--- config.mk ---
export PLATFORM = sky130hd
export DESIGN_NAME = shift_reg_seq
export DESIGN_NICKNAME = d
export VERILOG_FILES = /design/src/rtl/shift_reg_pkg.sv /design/src/rtl/shift_reg_core.sv /design/src/rtl/shift_reg_seq.sv
export SDC_FILE = /design/constraint.sdc
export NUM_CORES = 1
export LEC_CHECK = 0
export ABC_AREA = 1
export BUFFER_PORTS_ARGS = -buffer_cell sky130_fd_sc_hd__buf_4
export CORE_AREA = 2 2 56 58
export DETAILED_ROUTE_END_ITERATION = 12
export DIE_AREA = 0 0 58 60
export PLACE_DENSITY_LB_ADDON = 0.2
export SYNTH_ARGS = -nofsm -noshare
export SYNTH_HDL_FRONTEND = slang
export SYNTH_SLANG_ARGS = --single-unit
--- constraint.sdc ---
create_clock -name clk -period 2 [get_ports clk]
set_input_delay 0.3 -clock clk [delete_from_list [all_inputs] [get_ports clk]]
set_output_delay 0.3 -clock clk [all_outputs]
set_load 0.03 [all_outputs]
--- src/rtl/shift_reg_pkg.sv ---
// Shared definitions for the shift_reg_seq universal shift register and serializer.
package shift_reg_pkg;

  localparam int MODE_W = 3;

  localparam logic [MODE_W-1:0] MODE_HOLD = 3'd0;
  localparam logic [MODE_W-1:0] MODE_SHL  = 3'd1;
  localparam logic [MODE_W-1:0] MODE_SHR  = 3'd2;
  localparam logic [MODE_W-1:0] MODE_ROTL = 3'd3;
  localparam logic [MODE_W-1:0] MODE_ROTR = 3'd4;
  localparam logic [MODE_W-1:0] MODE_LOAD = 3'd5;
  localparam logic [MODE_W-1:0] MODE_CLR  = 3'd6;

  typedef enum logic {
    ST_IDLE  = 1'b0,
    ST_SHIFT = 1'b1
  } state_t;

endpackage

--- src/rtl/shift_reg_core.sv ---
// WIDTH-bit register with a next-value mux; any op outside the known set holds.
module shift_reg_core
  import shift_reg_pkg::*;
#(
  parameter int WIDTH = 8
) (
  input  logic              clk,
  input  logic              rst,
  input  logic [MODE_W-1:0] op,
  input  logic              sin,
  input  logic [WIDTH-1:0]  pin,
  output logic [WIDTH-1:0]  q
);

  logic [WIDTH-1:0] q_q;
  logic [WIDTH-1:0] q_d;

  always_comb begin
    q_d = q_q;
    case (op)
      MODE_SHL:  q_d = {q_q[WIDTH-2:0], sin};
      MODE_SHR:  q_d = {sin, q_q[WIDTH-1:1]};
      MODE_ROTL: q_d = {q_q[WIDTH-2:0], q_q[WIDTH-1]};
      MODE_ROTR: q_d = {q_q[0], q_q[WIDTH-1:1]};
      MODE_LOAD: q_d = pin;
      MODE_CLR:  q_d = '0;
      default:   q_d = q_q;
    endcase
  end

  always_ff @(posedge clk) begin
    if (!rst) begin
      q_q <= '0;
    end else begin
      q_q <= q_d;
    end
  end

  assign q = q_q;

endmodule

--- src/rtl/shift_reg_seq.sv ---
// Universal shift register with an MSB-first serializer; the FSM arbitrates
// between start and the manual mode and steers the core's op select.
module shift_reg_seq
  import shift_reg_pkg::*;
#(
  parameter int WIDTH = 8
) (
  input  logic              clk,
  input  logic              rst,
  input  logic              en,
  input  logic [MODE_W-1:0] mode,
  input  logic              sin,
  input  logic [WIDTH-1:0]  pin,
  input  logic              start,
  output logic [WIDTH-1:0]  pout,
  output logic              sout_msb,
  output logic              sout_lsb,
  output logic              busy,
  output logic              done
);

  localparam int CNT_W = $clog2(WIDTH);
  localparam logic [CNT_W-1:0] CNT_LAST = CNT_W'(WIDTH - 1);

  state_t            state_q, state_d;
  logic [CNT_W-1:0]  cnt_q, cnt_d;
  logic              busy_q, busy_d;
  logic              done_q, done_d;
  logic [MODE_W-1:0] op;

  // With en low the op stays HOLD so the core freezes along with the FSM.
  always_comb begin
    op      = MODE_HOLD;
    state_d = state_q;
    cnt_d   = cnt_q;
    busy_d  = busy_q;
    done_d  = done_q;
    if (en) begin
      done_d = 1'b0;
      case (state_q)
        ST_IDLE: begin
          if (start) begin
            op      = MODE_LOAD;
            cnt_d   = '0;
            busy_d  = 1'b1;
            state_d = ST_SHIFT;
          end else begin
            op = mode;
          end
        end
        ST_SHIFT: begin
          op = MODE_SHL;
          if (cnt_q == CNT_LAST) begin
            state_d = ST_IDLE;
            busy_d  = 1'b0;
            done_d  = 1'b1;
            cnt_d   = '0;
          end else begin
            cnt_d = cnt_q + 1'b1;
          end
        end
        default: state_d = ST_IDLE;
      endcase
    end
  end

  always_ff @(posedge clk) begin
    if (!rst) begin
      state_q <= ST_IDLE;
      cnt_q   <= '0;
      busy_q  <= 1'b0;
      done_q  <= 1'b0;
    end else begin
      state_q <= state_d;
      cnt_q   <= cnt_d;
      busy_q  <= busy_d;
      done_q  <= done_d;
    end
  end

  shift_reg_core #(
    .WIDTH(WIDTH)
  ) u_core (
    .clk(clk),
    .rst(rst),
    .op (op),
    .sin(sin),
    .pin(pin),
    .q  (pout)
  );

  assign sout_msb = pout[WIDTH-1];
  assign sout_lsb = pout[0];
  assign busy     = busy_q;
  assign done     = done_q;

endmodule
# == Word-level counts from Yosys, hierarchy flattened ==
# Cells that the tools add are included.
# word_totals
reg_bits,14
# classes
addsub,1
eq_ne,9
n_mux,15
n_bitwise,1
n_reduce_logical,3
# ops
op,n
$pmux W8 S6,1
$eq A3 B3 Y1 const B,4
$mux W3,4
$pmux W3 S2,2
$eq A3 B2 Y1 const B,2
$mux W1,6
$reduce_bool A6 Y1,1
$pmux W1 S2,2
$add A3 B1 Y3 const B,1
$eq A3 B1 Y1 const B,1
$reduce_and A3 Y1,1
$ne A2 B1 Y1 const B,1
$ne A2 B2 Y1 const B,1
$reduce_and A2 Y1,1
$not A1 Y1,1

# == Logic depth before layout (Yosys ltp) ==
# depth
ltp_word,5
depth_mapped,10
mapped_depth_nobuf,10

# == Cells and area by module ==
# Synthesis repeated with hierarchy kept, for this count alone.
# hier_totals
hier_cells,135
hier_area_um2,859.6
# by_module_without_submodules
module,instances,cells_each,area_per_inst_um2,seq_area_each_um2
shift_reg_core,1,91,538.0,160.2
shift_reg_seq,1,44,321.6,120.1

# == Least setup slack after synthesis ==
# Ideal clock, no wire load.
# synth_timing
path_type,input port to flip-flop
startpoint,input mode[1]
endpoint,"register u_core.q_q[4], in the netlist u_core.q[4]"
setup_time_ns,0.109
arrival_ns,1.124
t_required_ns,1.891
slack_ns,0.767
cell_stages,10
path_cell_list,inv_1 -> nor2_1 -> nand2_2 -> nand2_2 -> nand3_4 -> buf_6 -> nor2_2 -> nor2_1 -> nand2_1 -> inv_1
# synth_between
elab_chain_cells,5
elab_cells_between_ends,11
classes_between,6 x eq/ne; 4 x mux; 1 x reduce/logical
# synth_lines
element,line_no,source
"start, declared",shift_reg_seq.sv:11,"input logic [MODE_W-1:0] mode,"
$mux W3 *,shift_reg_seq.sv:42,if (start) begin
$pmux W3 S2 *,shift_reg_seq.sv:40,case (state_q)
$mux W3 *,shift_reg_seq.sv:38,if (en) begin
$eq A3 B3 Y1 (tied with other cells),shift_reg_core.sv:20,case (op)
$pmux W8 S6 or $reduce_bool A6 Y1 (tied branches),n/a,
"end signal, assigned",shift_reg_core.sv:35,q_q <= q_d;
"end, declared",shift_reg_core.sv:15,logic [WIDTH-1:0] q_q;
# Every way passes the cells marked *; elsewhere a longest branch is shown, timed or not.
# A chain may end at the register's enable or synchronous reset.

# == Worst setup path after layout ==
# layout_timing
startpoint,register state_q
endpoint,"register u_core.q_q[2], in the netlist u_core.q[2]"
# layout_between
elab_chain_cells,5
elab_cells_between_ends,11
classes_between,6 x eq/ne; 3 x mux; 1 x bitwise; 1 x reduce/logical
# layout_lines
element,line_no,source
"start, declared",shift_reg_seq.sv:25,"state_t state_q, state_d;"
"start signal, assigned",shift_reg_seq.sv:74,state_q <= state_d;
$not A1 Y1,n/a,
$pmux W3 S2 *,shift_reg_seq.sv:40,
$mux W3 *,shift_reg_seq.sv:38,
$eq A3 B3 Y1 (tied with other cells),shift_reg_core.sv:20,
$pmux W8 S6 or $reduce_bool A6 Y1 (tied branches),n/a,
# Marks and branches as above.

==> flow_results.xml <==
<?xml version="1.0" encoding="UTF-8"?>
<metrics>
  <group name="cts">
    <metric name="cts.root.buffer_cell" unit="">sky130_fd_sc_hd__clkbuf_4</metric>
    <metric name="post_cts_resized" unit="">0</metric>
    <metric name="cts.repair_timing.setup_buffer_count" unit="">0</metric>
    <metric name="cts.path.max_buffers" unit="">2</metric>
    <metric name="cts_num_sinks" unit="">14</metric>
    <metric name="cts_hold_repair.buffers" unit="">0</metric>
    <metric name="cts-buffers-inserted" unit="">3</metric>
    <metric name="clkTransAtPathRegs" unit="ns">0.09</metric>
    <metric name="clock_tree_from_tritoncts" unit="">yes</metric>
    <metric name="worst_skew_pair.late_latency" unit="ns">0.28</metric>
    <metric name="htree_levels" unit="">1</metric>
  </group>
  <group name="drt">
    <metric name="avgViaCountPerCell" unit="">4.52</metric>
    <metric name="drcViolationCount" unit="">0</metric>
    <metric name="detail_route.wl_per_cell" unit="um">10.0</metric>
    <metric name="finalWirelength" unit="mm">2.13</metric>
    <metric name="antenna_violation_net_count_after_detailed_routing" unit="">0</metric>
    <metric name="drt_first_iter_violations" unit="">25</metric>
    <metric name="via_count" unit="">962</metric>
    <metric name="detail_route.first_pass.iterations" unit="">4</metric>
  </group>
  <group name="global_route">
    <metric name="via_count_of_the_first_global_routing_pass" unit="">852</metric>
    <metric name="grt_pass1_wl" unit="mm">3.62</metric>
    <metric name="grt_start_max_net_pins" unit="">17</metric>
    <metric name="track_usage" unit="%">13.4</metric>
    <metric name="grt-ovfl-total" unit="">0</metric>
    <metric name="grt_antenna_before_repair" unit="">0</metric>
  </group>
  <group name="worst_setup_path">
    <metric name="critical_path.n_buffers_inverters" unit="">3</metric>
    <metric name="critPathSlowestCell" unit="">sky130_fd_sc_hd__dfxtp_1</metric>
    <metric name="worst-endpoint-required" unit="ns">2.24</metric>
    <metric name="crit_path_cell_trace" unit="">nand2_2 &gt; nand3_2 &gt; inv_2 &gt; nor2_4 &gt; nand2_1 &gt; nand2_1 &gt; inv_1 &gt; nand3_1 &gt; nand2_1 &gt; inv_1</metric>
    <metric name="critical-path-top-delay-family" unit="">simple AND/OR/NAND/NOR gates</metric>
    <metric name="startpoint" unit="">state_q$_SDFFE_PN0P_</metric>
    <metric name="path_common_cell" unit="">sky130_fd_sc_hd__nand2_1</metric>
    <metric name="worst-setup-path-type" unit="">flip-flop to flip-flop</metric>
    <metric name="critical_path.max_fanout" unit="">9</metric>
    <metric name="critPathLaunchType" unit="">flip-flop</metric>
    <metric name="critical_path.endpoint_type" unit="">flip-flop</metric>
    <metric name="max_stage_delay" unit="ns">0.45</metric>
    <metric name="timing.critical_path.arrival" unit="ns">1.62</metric>
    <metric name="timing.rr.start" unit="">state_q$_SDFFE_PN0P_</metric>
  </group>
  <group name="sta">
    <metric name="finalSetupTns" unit="ns">0</metric>
    <metric name="setup_viol" unit="">0</metric>
    <metric name="timing_max_transition_violations_final" unit="">0</metric>
    <metric name="unrepaired_setup_endpoints_after_global_routing" unit="">no</metric>
    <metric name="finalClockSkew" unit="ns">0.00699</metric>
    <metric name="period_utilization_post_route" unit="%">69.1</metric>
    <metric name="worst_slew_pin_slew" unit="ns">0.407</metric>
    <metric name="min_period" unit="ns">1.38</metric>
    <metric name="final-hold-violation-count" unit="">0</metric>
    <metric name="fmaxAchievable" unit="GHz">0.723</metric>
    <metric name="timing.max_slew.rel_slack" unit="%">72.8</metric>
  </group>
  <group name="layout">
    <metric name="design.final.nets" unit="">199</metric>
    <metric name="multi_input_area" unit="um2">553</metric>
    <metric name="final_area" unit="mm2">0.00121</metric>
    <metric name="drive_gt1_share" unit="%">26.7</metric>
    <metric name="stdcell_count" unit="">213</metric>
    <metric name="syn2layout_area_growth" unit="%">26.0</metric>
    <metric name="layout_common_cells" unit="">sky130_fd_sc_hd__nand2_1 (47), sky130_fd_sc_hd__buf_4 (27), sky130_fd_sc_hd__inv_1 (21), sky130_fd_sc_hd__nor2_1 (21), sky130_fd_sc_hd__nand3_1 (17)</metric>
    <metric name="most_frequent_standard_cell_in_the_layout_excluding_fill_and_tap_cells" unit="">sky130_fd_sc_hd__nand2_1</metric>
    <metric name="antenna-diode-count" unit="">0</metric>
    <metric name="n_fill_cell" unit="">313</metric>
    <metric name="final-seq-area" unit="um2">280</metric>
  </group>
  <group name="die">
    <metric name="std_cell_rows" unit="">20</metric>
    <metric name="floorplan.die_area" unit="mm2">0.00348</metric>
    <metric name="initial_utilization" unit="%">33.0</metric>
    <metric name="dieWidth" unit="um">58</metric>
    <metric name="core_area" unit="mm2">0.00290</metric>
    <metric name="floorplan.io_pins" unit="">28</metric>
    <metric name="die_h" unit="um">60</metric>
  </group>
  <group name="run_status">
    <metric name="run_status" unit="">completed</metric>
  </group>
  <group name="logic_synthesis">
    <metric name="synth_seq_cells" unit="">14</metric>
    <metric name="synthesis.nets" unit="">171</metric>
    <metric name="synthDistinctLibCells" unit="">21</metric>
    <metric name="syn_area" unit="um2">958</metric>
    <metric name="synth-warning-count" unit="">0</metric>
    <metric name="syn-mean-instance-area" unit="um2">6.26</metric>
    <metric name="syn-instance-count" unit="">153</metric>
    <metric name="synth_sequential_area_ratio" unit="%">29.2</metric>
  </group>
  <group name="place">
    <metric name="hpwlAfterDp" unit="mm">1.65</metric>
    <metric name="finalWeightedCongestion" unit="">0.798</metric>
    <metric name="port_buffers" unit="">27</metric>
    <metric name="placed_cells_incl_taps" unit="">209</metric>
    <metric name="placed_area" unit="mm2">0.00117</metric>
  </group>
  <group name="power_and_ir_drop">
    <metric name="pwr_density_cell" unit="mW/mm2">666</metric>
    <metric name="peakVddDrop" unit="uV">499</metric>
    <metric name="cellLeakagePower" unit="nW">0.657</metric>
    <metric name="report.power.total" unit="W">0.000804</metric>
  </group>
  <group name="flow_run">
    <metric name="timing.max_cap.violations" unit="">0</metric>
  </group>
  <group name="hold_path">
    <metric name="holdCritPathClass" unit="">input port to flip-flop</metric>
    <metric name="hold_path_startpoint" unit="">rst</metric>
  </group>
</metrics>
per-layer routing:
layer | vias to the layer above | track usage, % | share of wire, %
met5 | - | 0 | 0
met4 | 0 | 3.99 | 0.85
met3 | 2 | 3.90 | 4.6
met2 | 19 | 21.4 | 46
met1 | 416 | 17.5 | 48
li1 | 525 | - | -
tightest hold or removal path: cells and delay by family:
family | cells | cell delay (ns)
AND/OR/NAND/NOR | 1 | 0.06
buffers and inverters | 1 | 0.12
AO/OA/AOI/OAI | 1 | 0.03
power breakdown:
part	leakage, nW	internal (W)	total (W)	switching (W)
clock network	0.0210	0.000111	0.000210	0.0000992
registers	0.115	0.000302	0.000329	0.0000267
logic	0.521	0.000101	0.000265	0.000164
synthesized netlist by cell type (all sizes together):
cell	instances	share of area, %
nor2	24	11
inv	24	9.4
nor3	1	0.52
a21oi	6	3.1
o21ai	2	1.4
nand3	22	16
ha	2	2.6
nand2	52	22
clkinv	1	0.39
nand4	1	0.65
dfxtp	14	29
buf	4	3.3
path summary, 6_finish.rpt:
kind	end	slack (ns)	cells after the start
worst max-delay path	u_core.q[2]$_SDFFE_PN0P_	0.62	10
worst min-delay path	state_q$_SDFFE_PN0P_	0.27	3
worst max register to register	u_core.q[2]$_SDFFE_PN0P_	0.62	10
worst min register to register	busy$_SDFFE_PN0P_	0.47	2
through the flow:
| stage | setup WS (ns) | hold slack (ns) | utilization, % |
|---|---|---|---|
| floorplan | 0.767 | 0.423 | - |
| global placement | 0.566 | 0.449 | 40.3 |
| detailed placement | 0.559 | 0.462 | 40.3 |
| CTS | 0.602 | 0.259 | 41.6 |
| global route | 0.433 | 0.256 | 41.6 |
| finish | 0.618 | 0.266 | 41.6 |
cell families after synthesis:
logic type | after synthesis | share of synthesized area (%)
buffers and inverters | 29 | 13.1
AOI/OAI and AO/OA | 8 | 4.57
and+or+nand+nor | 100 | 50.5
adders and majority gates | 2 | 2.61
DFF | 14 | 29.2
final cells by class:
type	instances	area share [%]
Timing Repair Buffer	27	16.8
Tap cell	33	3.42
Inverter	25	7.77
Clock buffer	4	3.01
Multi-Input combinational cell	110	45.8
Sequential cell	14	23.2
flip-flops by register name, indices dropped and copies added, names as in the netlist:
register / flops
busy: 1
cnt_q: 3
done: 1
state_q: 1
u_core.q: 8
(Power assumes the default switching activity.)
